**src/rtl/gaussian_pkg.sv**
```systemverilog
// Shared constants for the 3x3 Gaussian blur: kernel weights as shift amounts,
// accumulator width and default line length.
package gaussian_pkg;

  localparam int PIX_W          = 8;
  localparam int KTAPS          = 9;
  localparam int WIN_W          = PIX_W * KTAPS;
  localparam int SUM_W          = 12;
  localparam int LINE_WIDTH_DEF = 512;

  // Weight of tap k is (1 << K_SHIFT[k]): corners 1, edges 2, centre 4 (sum 16).
  localparam int K_SHIFT [KTAPS] = '{0, 1, 0, 1, 2, 1, 0, 1, 0};

endpackage

```
**src/rtl/gaussian_conv.sv**
```systemverilog
// 3x3 Gaussian blur (1-2-1 / 2-4-2 / 1-2-1, divide by 16) over windows from the
// line-buffer controller, with a per-line output counter and line-done pulse.
module gaussian_conv
  import gaussian_pkg::*;
#(
  parameter int LINE_WIDTH = LINE_WIDTH_DEF,
  parameter bit ROUND_EN   = 1'b1
) (
  input  logic             i_clk,
  input  logic             i_rst_n,
  input  logic [WIN_W-1:0] i_pixel_data,
  input  logic             i_pixel_data_valid,
  output logic [PIX_W-1:0] o_convolved_data,
  output logic             o_convolved_data_valid,
  output logic             o_line_done
);

  localparam int              CNT_W = (LINE_WIDTH > 1) ? $clog2(LINE_WIDTH) : 1;
  localparam logic [CNT_W-1:0] LAST  = CNT_W'(LINE_WIDTH - 1);

  // Sum max is 4080, so +8 still fits SUM_W and the quotient always fits a pixel.
  function automatic logic [PIX_W-1:0] round_div16(input logic [SUM_W-1:0] sum);
    logic [SUM_W-1:0] biased;
    biased = ROUND_EN ? (sum + SUM_W'(8)) : sum;
    return biased[SUM_W-1:4];
  endfunction

  logic [SUM_W-1:0] terms_p0 [KTAPS];
  logic             vld_p0;
  logic [SUM_W-1:0] sum_c;
  logic [SUM_W-1:0] sum_p1;
  logic             vld_p1;
  logic [CNT_W-1:0] line_cnt;

  // Stage 1: weighted terms
  always_ff @(posedge i_clk) begin
    for (int k = 0; k < KTAPS; k++) begin
      terms_p0[k] <= SUM_W'(i_pixel_data[PIX_W*k +: PIX_W]) << K_SHIFT[k];
    end
  end

  always_comb begin
    sum_c = '0;
    for (int k = 0; k < KTAPS; k++) begin
      sum_c = sum_c + terms_p0[k];
    end
  end

  // Stage 2: 12-bit sum
  always_ff @(posedge i_clk) begin
    sum_p1 <= sum_c;
  end

  // Stage 3: rounded output, valid chain and line counter
  always_ff @(posedge i_clk or negedge i_rst_n) begin
    if (!i_rst_n) begin
      vld_p0                 <= 1'b0;
      vld_p1                 <= 1'b0;
      o_convolved_data_valid <= 1'b0;
      o_line_done            <= 1'b0;
      o_convolved_data       <= '0;
      line_cnt               <= '0;
    end else begin
      vld_p0                 <= i_pixel_data_valid;
      vld_p1                 <= vld_p0;
      o_convolved_data_valid <= vld_p1;
      o_line_done            <= 1'b0;
      if (vld_p1) begin
        o_convolved_data <= round_div16(sum_p1);
        if (line_cnt == LAST) begin
          line_cnt    <= '0;
          o_line_done <= 1'b1;
        end else begin
          line_cnt <= line_cnt + CNT_W'(1);
        end
      end
    end
  end

endmodule
```
**config.mk**
```make
export PLATFORM = sky130hd
export DESIGN_NAME = gaussian_conv
export DESIGN_NICKNAME = d
export VERILOG_FILES = /design/src/rtl/gaussian_pkg.sv /design/src/rtl/gaussian_conv.sv
export SDC_FILE = /design/constraint.sdc
export NUM_CORES = 1
export LEC_CHECK = 0
export CAP_MARGIN = 20
export CORE_ASPECT_RATIO = 0.9
export CORE_MARGIN = 5
export CORE_UTILIZATION = 40
export DETAILED_ROUTE_END_ITERATION = 7
export GPL_TIMING_DRIVEN = 0
export PLACE_DENSITY = 0.64
export SLEW_MARGIN = 10
export SYNTH_ARGS = -nofsm -noshare
export SYNTH_HDL_FRONTEND = slang
export SYNTH_SLANG_ARGS = --single-unit
```
**constraint.sdc**
```tcl
create_clock -name i_clk -period 5.4 [get_ports i_clk]
set_input_delay 0.81 -clock i_clk [delete_from_list [all_inputs] [get_ports i_clk]]
set_output_delay 0.81 -clock i_clk [all_outputs]
set_load 0.01 [all_outputs]
```
Word-level counts from Yosys, hierarchy flattened
Memories as Yosys holds them, arrays and structs flattened.
Cells that the tools add are included.
{"block": "word_totals", "ff_bits": 33, "ramBits": 90, "inputBits": 75, "output_inout_bits": 10, "mem_count": 1}
{"name": "terms_p0", "words": 9, "word_bits": 10, "rd": 9, "rd_ports_with_merged_regs": 0, "write_ports": 9, "line_no": "gaussian_conv.sv:28", "text": "logic [SUM_W-1:0] terms_p0 [KTAPS];"}
{"block": "op_classes", "add_sub_neg": 10, "eq_ne": 1, "mux": 3}
{"op": "adder 12 bit", "count": 8}
{"op": "adder 12 x 4 -> 12 bit, second input constant", "count": 1}
{"op": "adder 9 x 1 -> 9 bit, second input constant", "count": 1}
{"op": "== test 9 bit, second input constant", "count": 1}
{"op": "two-way mux 9 bit", "count": 1}
{"op": "two-way mux 1 bit", "count": 2}

Longest topological paths before layout
Gate-level depths: netlist (run 1).
An unclocked memory read counts as a cell.
{"block": "logic_depth", "ltp_word": 9, "depth_mapped": 14, "depth_no_buf": 14}

Worst setup path before layout (run 1)
Ideal clock, no wire load.
{"block": "synth_path", "path_kind": "register -> register", "from": "memory terms_p0[5][3] (netlist name)", "to": "register sum_p1[9]", "setup_time_ns": 0.127, "arrival_ns": 3.678, "required_ns": 5.273, "path_slack_ns": 1.595, "stages_incl_launch_ff": 13, "path_buffers": 0, "path_cell_list": "dfxtp_1 > fa_1 > inv_1 > fa_1 > fa_1 > inv_1 > fa_1 > ha_1 > fa_1 > a21o_1 > a21oi_2 > o21ai_0 > xor2_1"}
{"element": "start: declaration", "line_no": "gaussian_conv.sv:28"}
{"element": "end signal: assignment", "line_no": "gaussian_conv.sv:51", "text": "sum_p1 <= sum_c;"}
{"element": "end: declaration", "line_no": "gaussian_conv.sv:31", "text": "logic [SUM_W-1:0] sum_p1;"}

==> flow_summary.toml, run 1 <==
[run_status]
outcome = "finished, final reports clean"

[critical_path]
path_buf_inv = 2
path_class = "register to register"
cp_max_fo = 3
path_depth = 12
endpoint_kind = "register"
critPathLaunchType = "register"
crit_chain = "fa_1 > inv_1 > fa_1 > fa_1 > inv_1 > fa_1 > ha_1 > fa_1 > a21o_1 > a21oi_2 > o21ai_0 > xor2_1"
slowest_delay_ns = 0.54
crit_arrival_ns = 4.20
ff2ff_path_depth = 12
required_ns = 5.62
crit_slowest_cell = "fa_1"
critPathTopFamily = "adder cells"
cp_common_cell = "fa_1"

[drt]
wl_per_cell_um = 11.3
via_per_inst = 4.29
drc = 0
routed_wl_mm = 6.71
dr.first_iter.drc_count = 123
ant_nets = 0
vias = 2542
drtPass1Iterations = 4

[clock_tree]
cts_sinks = 102
post-cts-setup-buffer-count = 0
htreeDepth = 3
cts-buffers-inserted = 9
ctsHoldBuffers = 0
path_clk_slew_ns = 0.07
cts_tree = "built"
cts.root.buffer_cell = "clkbuf_16"
clk_path_buf_depth = 2
post_cts_resize_count = 0
worstSkewPairLatency_ns = 0.34

[floorplan]
core_area_um2 = 10800
start_util = 0.405
std_cell_rows = 36
die_h_um = 109
die_area_um2 = 13100
ios = 85
die_w_um = 120

[sta]
fmax_ghz = 0.251
finClkSkew_ns = 0.00691
rsz0062_at_grt = "false"
slew_headroom = 0.701
drv_slew = 0
finalCritPeriodShare = 0.737
setup_violations = 0
tightestPinTransition_ns = 0.446
finalHoldViolations = 0
whs_ns = 0.363
tns_ns = 0
period_minus_slack_ns = 3.98

[yosys]
synth.avg_cell_area_um2 = 12.1
synth-simple-area-share = 0.0522
ys_async_sr_fraction = 0.206
netlist_instances = 359
synth_seq_cells = 102
synth_compound_area_frac = 0.0396
synth.net_count = 503
netlist_area_um2 = 4360
synth_fa_ha_area_frac = 0.288
synth_cell_types = 38
yosys_warnings = 0
synth_top_family_by_area = "adder cells"
synth-edff-count = 0
yosysSeqAreaShare = 0.493
muxShareOfSynthArea = 0.00976
synth_flop_cell = "dfxtp_1"
synth_xor_area_frac = 0.0321

[pwr]
p_per_area_nw_per_um2 = 489
leakage_nw = 2.69
ir_drop_uv = 256
power_mw = 2.79

[grt]
grt_max_degree = 22
overflow = 0
antenna_found_initial = 0
grt_pass1_vias = 2868
grt_pass1_wl_mm = 12.4
grt_usage = 0.119

[cells_and_area]
n_antenna_cell = 0
layout.nets = 599
drive_gt1_frac = 0.0587
synthToLayoutAreaGrowth_pct = 30.9
final_common_cell = "inv_1"
final_cell_mix = "91 x inv_1, 84 x clkdlybuf4s50_1, 81 x dfxtp_1"
post-route-util = 0.530
finish.instance_area_um2 = 5710

[job]
maxCapViolations = 0

[place]
io_buffers = 84
dp_hpwl_mm = 5.50
place.gp.congestion = 0.707
placed_area_um2 = 5370

[min_path]
holdPathStages = 0
min_path_type = "register to register"
[state kept, by name (all words and copies together), names as in the netlist]
| signal | cells |
|---|---|
| o_convolved_data | 8 |
| o_convolved_data_valid | 1 |
| terms_p0 | 72 |
| vld_p0 | 1 |
| line_cnt | 9 |
| sum_p1 | 9 |
| vld_p1 | 1 |
| o_line_done | 1 |
[where the power goes]
group          total, mW  internal (mW)  leakage [nW]  switching (mW)
clock              0.677          0.395         0.162           0.281
sequential         0.960          0.887         0.939          0.0728
combinational       1.15          0.570          1.58           0.584
total               2.79           1.85          2.69           0.939
[cell usage after synthesis, drive strengths merged, types with 3 or more instances]
cell type / count / area (µm²)
a21oi: 14 / 73.8
nand2: 7 / 28.8
fa: 52 / 1040
nor2: 13 / 48.8
dfxtp: 81 / 1620
nand4: 3 / 18.8
nand3: 4 / 20.0
ha: 17 / 213
and3: 6 / 38.8
xnor2: 7 / 61.3
xor2: 9 / 78.8
inv: 91 / 342
dfrtp: 21 / 526
o21ai: 7 / 35.0
[final timing paths]
check	from	to	slack (ns)
setup / recovery	terms_p0[5][3]$_DFF_P_	sum_p1[9]$_DFF_P_	1.42
hold / removal	vld_p0$_DFF_PN0_	vld_p1$_DFF_PN0_	0.36
setup reg to reg	terms_p0[5][3]$_DFF_P_	sum_p1[9]$_DFF_P_	1.42
hold reg to reg	vld_p0$_DFF_PN0_	vld_p1$_DFF_PN0_	0.36
max in group asynchronous	i_rst_n	line_cnt[7]$_DFFE_PN0P_	4.18
min in group asynchronous	i_rst_n	line_cnt[2]$_DFFE_PN0P_	0.78
[logic make-up after synthesis]
| family | after synthesis |
|---|---|
| multiplexers | 4 |
| XOR/XNOR | 16 |
| buffers and inverters | 95 |
| flip-flops | 102 |
| adder cells (fa/ha/maj) | 69 |
| AO/OA/AOI/OAI | 29 |
| AND/OR/NAND/NOR | 44 |
[worst reg2reg max path: cells and delay by family (launching register included)]
| kind | cells | cell delay [ns] |
|---|---|---|
| adders and majority gates | 6 | 2.71 |
| buffers and inverters | 2 | 0.12 |
| xor gates and xnor gates | 1 | 0.16 |
| AOI/OAI and AO/OA | 3 | 0.56 |
| DFF | 1 | 0.32 |
[layer usage]
metal	vias up	track usage	share of wire	wire length, µm
met5	-	0	0	0
met4	0	0.0368	0.010	67
met3	6	0.0389	0.055	370
met2	65	0.206	0.49	3320
met1	1211	0.143	0.44	2960
li1	1260	-	-	-
[layout make-up]
type                    count  area [µm²]
well taps                 133         166
repair buffers             85         856
flip-flops and latches    102        2150
fillers                   947        5060
multi-input cells         162        1840
plain buffers               4        33.8
clock inverters             6        75.1
inverters                  91         342
clock buffers              10         250
[stage by stage]
stage               std cells  worst slack (ns)
floorplan                 359              1.60
global placement          576              1.43
detailed placement        576              1.42
CTS                       592              1.40
global route              593              1.21
finish                    593              1.42
Note: power is estimated with default switching activity, not from simulation.
==> run 2, diff against run 1 <==
==> constraint.sdc (replaced) <==
create_clock -name i_clk -period 3.7 [get_ports i_clk]
set_input_delay 0.555 -clock i_clk [delete_from_list [all_inputs] [get_ports i_clk]]
set_output_delay 0.555 -clock i_clk [all_outputs]
set_load 0.01 [all_outputs]
==> run 2 against run 1 <==
  * Clock-buffer cell count increased by 1
  * Critical path type unchanged
  * Utilization increased by 0.78 points
  * Register-to-register slack got worse by 1.4 ns
  * Highest routed layer unchanged
  * Critical endpoint is now sum_p1[11]$_DFF_P_
  * First-iteration DRC count decreased by 51%
  * Clock power increased by 24%
  * The run now ends with negative setup slack left
  * Flip-flop and latch count unchanged
  * Largest cell class unchanged
  * Total power increased by 57%
  * Wire length decreased by 2.2%
  * Global-route usage decreased by 0.36 points
  * Final cell count increased by 0.67%
  * Setup slack got worse by 1.4 ns
  * Via count increased by 0.75%
==> flow_summary.toml, run 2 (synthesized netlist as in run 1, its figures left out) <==
[critical_path]
ff2ff_path_depth = 12
reg2reg_slack_ns = -0.02
crit_arrival_ns = 3.94
endpoint_kind = "register"
critPathLaunchType = "register"
required_ns = 3.92
cp_max_fo = 3
path_class = "register to register"

[cells_and_area]
fillCellCount = 930
post-route-util = 0.538
fin_cells = 597
largest_register_ffs = 72
final_common_cell = "inv_1"
reg.largest.list = "terms_p0 (72), line_cnt (9), sum_p1 (9)"
n_antenna_cell = 0
layout.nets = 603
final_cell_mix = "88 x inv_1, 84 x clkdlybuf4s50_1, 78 x dfxtp_1"
top_register = "terms_p0"
synthToLayoutAreaGrowth_pct = 32.8
finish.instance_area_um2 = 5790
drive_gt1_frac = 0.101

[drt]
vias = 2561
wl_per_cell_um = 11.0
drc = 0
dr.first_iter.drc_count = 60
routed_wl_mm = 6.56
ant_nets = 0
drtPass1Iterations = 4
via_per_inst = 4.29

[clock_tree]
clk_path_buf_depth = 2
cts-buffers-inserted = 9
path_clk_slew_ns = 0.07
cts.root.buffer_cell = "clkbuf_16"
cts_sinks = 102
worstSkewPairLatency_ns = 0.34
htreeDepth = 3
cts_tree = "built"
ctsHoldBuffers = 0

[min_path]
min_path_type = "register to register"
holdPathStages = 0

[sta]
period_minus_slack_ns = 3.72
slew_headroom = 0.723
setup_violations = 1
finalCritPeriodShare = 1.00
rsz0062_at_grt = "true"
setup_slack_ns = -0.0168
finalHoldViolations = 0
fmax_ghz = 0.269
drv_slew = 0
tightestPinTransition_ns = 0.415
finClkSkew_ns = 0.00732

[grt]
grt_pass1_wl_mm = 12.0
overflow = 0
grt_usage = 0.116
antenna_found_initial = 0
grt_pass1_vias = 2866
grt_max_degree = 22

[place]
placed_area_um2 = 5370
place.gp.congestion = 0.672
dp.cells = 576
pre_cts_slack_ns = -0.141
io_buffers = 84
dp_hpwl_mm = 5.39

[floorplan]
core_area_um2 = 10800
std_cell_rows = 36
die_area_um2 = 13100
ios = 85
start_util = 0.405
die_w_um = 120
die_h_um = 109

[pwr]
ir_drop_uv = 400
power_mw = 4.37
leakage_nw = 2.68
p_per_area_nw_per_um2 = 755

[run_status]
outcome = "finished, violations left"
violations = "negative setup slack"

[job]
maxCapViolations = 0
[run 2: cell types whose count changed in the layout (fill, tap and decap cells not counted), moves of 3 or more]
| cell | delta |
|---|---|
| dfxtp_2 | +3 |
| inv_1 | -3 |
| ha_1 | -4 |
| ha_4 | +4 |
| dfxtp_1 | -3 |
| inv_2 | +3 |
| buf_4 | +4 |
[run 2: what timing repair did]
item | CTS | global route
gates cloned | 0 | 0
setup buffers | 3 | 1
resized for setup | 7 | 13
setup endpoints to repair | 3 | 5
pin swaps | 11 | 14
[run 2: worst max-delay path, cell delays in order (launching register included)]
cell and delay (ns):
dfxtp_2 0.32, fa_1 0.54, inv_2 0.04, fa_1 0.48, fa_1 0.50, inv_2 0.04
fa_1 0.49, ha_4 0.19, fa_2 0.34, a21o_1 0.22, a21oi_4 0.19, o31ai_4 0.10
xor2_1 0.14
[run 2: metal layers]
metal	global-route usage	routed length (µm)
met1	0.132	2810
met2	0.195	3190
met3	0.0513	458
met4	0.0392	100
met5	0	0
[run 2: area by class of cell]
type                            count  area [µm²]  area share
Sequential cell                   102        2150       0.371
Multi-Input combinational cell    162        1930       0.334
Timing Repair Buffer               89         898       0.155
Inverter                           91         342      0.0590
Clock buffer                       11         233      0.0402
Tap cell                          133         166      0.0287
Clock inverter                      5        33.8     0.00583
Buffer                              4        33.8     0.00583
[run 2: worst paths after layout]
path	startpoint	endpoint
setup reg to reg	terms_p0[3][3]$_DFF_P_	sum_p1[11]$_DFF_P_
max in group asynchronous	i_rst_n	o_convolved_data[5]$_DFFE_PN0P_
min in group asynchronous	i_rst_n	line_cnt[6]$_DFFE_PN0P_
setup / recovery	terms_p0[3][3]$_DFF_P_	sum_p1[11]$_DFF_P_
hold reg to reg	vld_p0$_DFF_PN0_	vld_p1$_DFF_PN0_
hold / removal	vld_p0$_DFF_PN0_	vld_p1$_DFF_PN0_
[run 2: power by group]
part	leakage, nW	internal, mW	switching (mW)
combinational	1.61	1.10	1.04
clock	0.130	0.457	0.384
sequential	0.939	1.30	0.103
[run 2: stage by stage]
stage / hold slack [ns] / setup TNS, ns
6_report: 0.371 / -0.0168
3_5_place_dp: 0.361 / -0.308
4_1_cts: 0.377 / -0.0555
2_1_floorplan: 0.259 / 0
3_3_place_gp: 0.332 / -0.296
5_1_grt: 0.377 / -0.548
==> run 3, diff against run 2 <==
--- a/config.mk
+++ b/config.mk
@@ -6,7 +6,7 @@
 export NUM_CORES = 1
 export LEC_CHECK = 0
 export CAP_MARGIN = 20
-export CORE_ASPECT_RATIO = 0.9
+export CORE_ASPECT_RATIO = 1.4
 export CORE_MARGIN = 5
 export CORE_UTILIZATION = 40
 export DETAILED_ROUTE_END_ITERATION = 7
==> run 3 against run 2 <==
  * The flow now finishes without violations
  * Non-clock buffer count down 1
  * Flip-flop and latch count unchanged
  * Sequential share of layout area down 0.21 points
  * Combinational power up 6%
  * Final cell count up 1.2%
  * Clock-buffer cell count up 2
  * Register-to-register slack better by 0.04 ns
  * Die area up 0.21%
  * Via count up 0.23%
  * Setup slack better by 0.043 ns
  * Global-route usage up 0.18 points
  * Critical endpoint unchanged
  * Largest cell class unchanged
==> flow_summary.toml, run 3 (synthesized netlist as in run 1, its figures left out) <==
[critical_path]
critPathLaunchType = "register"
required_ns = 3.92
path_buf_inv = 2
path_class = "register to register"
crit_arrival_ns = 3.89
worstSetupStartpoint = "terms_p0[1][3]$_DFF_P_"
critPathTopFamily = "adder cells"
cp_common_cell = "fa_1"
path_depth = 12
slowest_delay_ns = 0.52
crit_slowest_cell = "fa_1"
crit_chain = "fa_1 > inv_1 > fa_1 > fa_1 > inv_1 > fa_1 > ha_2 > fa_2 > a21o_1 > a21oi_4 > o31ai_2 > xor2_1"
reg2reg_slack_ns = 0.03
ff2ff_path_depth = 12
endpoint_kind = "register"
cp_max_fo = 3
endpoint = "sum_p1[11]$_DFF_P_"
timing.rr.start = "terms_p0[1][3]$_DFF_P_"
r2r-end = "sum_p1[11]$_DFF_P_"

[cells_and_area]
drive_gt1_frac = 0.104
layout.nets = 602
synthToLayoutAreaGrowth_pct = 33.5
largest_register_ffs = 72
reg.largest.list = "terms_p0 (72), line_cnt (9), sum_p1 (9)"
fin_cells = 604
final_cell_mix = "88 x inv_1, 84 x clkdlybuf4s50_1, 79 x dfxtp_1"
top_register = "terms_p0"
post-route-util = 0.541
final_common_cell = "inv_1"
finish.instance_area_um2 = 5820
n_antenna_cell = 0

[drt]
drc = 0
routed_wl_mm = 6.84
ant_nets = 0
vias = 2567
drtPass1Iterations = 4
dr.first_iter.drc_count = 42
wl_per_cell_um = 11.3
via_per_inst = 4.25

[pwr]
power_mw = 4.58
leakage_nw = 2.69
p_per_area_nw_per_um2 = 787
ir_drop_uv = 402

[sta]
finClkSkew_ns = 0.00569
fmax_ghz = 0.272
setup_slack_ns = 0.0263
finalCritPeriodShare = 0.993
finalHoldViolations = 0
drv_slew = 0
whs_ns = 0.352
rsz0062_at_grt = "true"
slew_headroom = 0.381
period_minus_slack_ns = 3.67
tns_ns = 0
tightestPinTransition_ns = 0.926
setup_violations = 0

[job]
maxCapViolations = 0

[floorplan]
die_h_um = 134
start_util = 0.405
core_area_um2 = 10800
die_area_um2 = 13100
std_cell_rows = 45
ios = 85
die_w_um = 98.2

[clock_tree]
cts_sinks = 102
path_clk_slew_ns = 0.06
htreeDepth = 3
cts.root.buffer_cell = "clkbuf_16"
clk_path_buf_depth = 2
cts_tree = "built"
worstSkewPairLatency_ns = 0.34
ctsHoldBuffers = 0
cts-buffers-inserted = 9

[grt]
grt_usage = 0.117
overflow = 0
grt_max_degree = 22
grt_pass1_vias = 2869
grt_pass1_wl_mm = 12.3
antenna_found_initial = 0

[place]
placed_area_um2 = 5380
pre_cts_slack_ns = -0.144
dp.cells = 584
io_buffers = 84
dp_hpwl_mm = 5.56
place.gp.congestion = 0.817

[min_path]
min_path_type = "register to register"

[run_status]
outcome = "finished, final reports clean"
## run 3: layout make-up
type	count	area (µm²)
buffer	4	33.8
inverter	91	342
timing repair buffer	88	871
clock inverter	3	43.8
fill	926	4930
clock buffer	13	250
tap	141	176
multi-input combinational	162	1950
sequential	102	2150
## run 3: power breakdown
part	switching, mW	internal [mW]	total (mW)
Combinational	1.10	1.16	2.26
Clock	0.369	0.543	0.912
Sequential	0.107	1.30	1.40
Total	1.58	3.00	4.58
## run 3: worst min path at each step
stage	from	endpoint	slack [ns]	cells after the start
5_1_grt	vld_p0$_DFF_PN0_	vld_p1$_DFF_PN0_	0.37	0
6_report	vld_p0$_DFF_PN0_	vld_p1$_DFF_PN0_	0.35	0
3_3_place_gp	vld_p0$_DFF_PN0_	vld_p1$_DFF_PN0_	0.33	0
4_1_cts	vld_p0$_DFF_PN0_	vld_p1$_DFF_PN0_	0.35	0
3_5_place_dp	vld_p0$_DFF_PN0_	vld_p1$_DFF_PN0_	0.34	0
2_1_floorplan	i_rst_n	line_cnt[0]$_DFFE_PN0P_	0.26	0
## run 3: per-layer routing
metal	vias up	global-route usage	routed length, µm
li1	1269	-	-
met4	0	0.0456	129
met5	-	0	0
met1	1221	0.124	2610
met3	9	0.0398	382
met2	68	0.213	3720
## run 3: timing repair
item | CTS | global route
setup buffers | 3 | 1
resized for setup | 5 | 18
cloned | 0 | 0
endpoints found under the setup margin | 4 | 5
pin swaps | 10 | 11
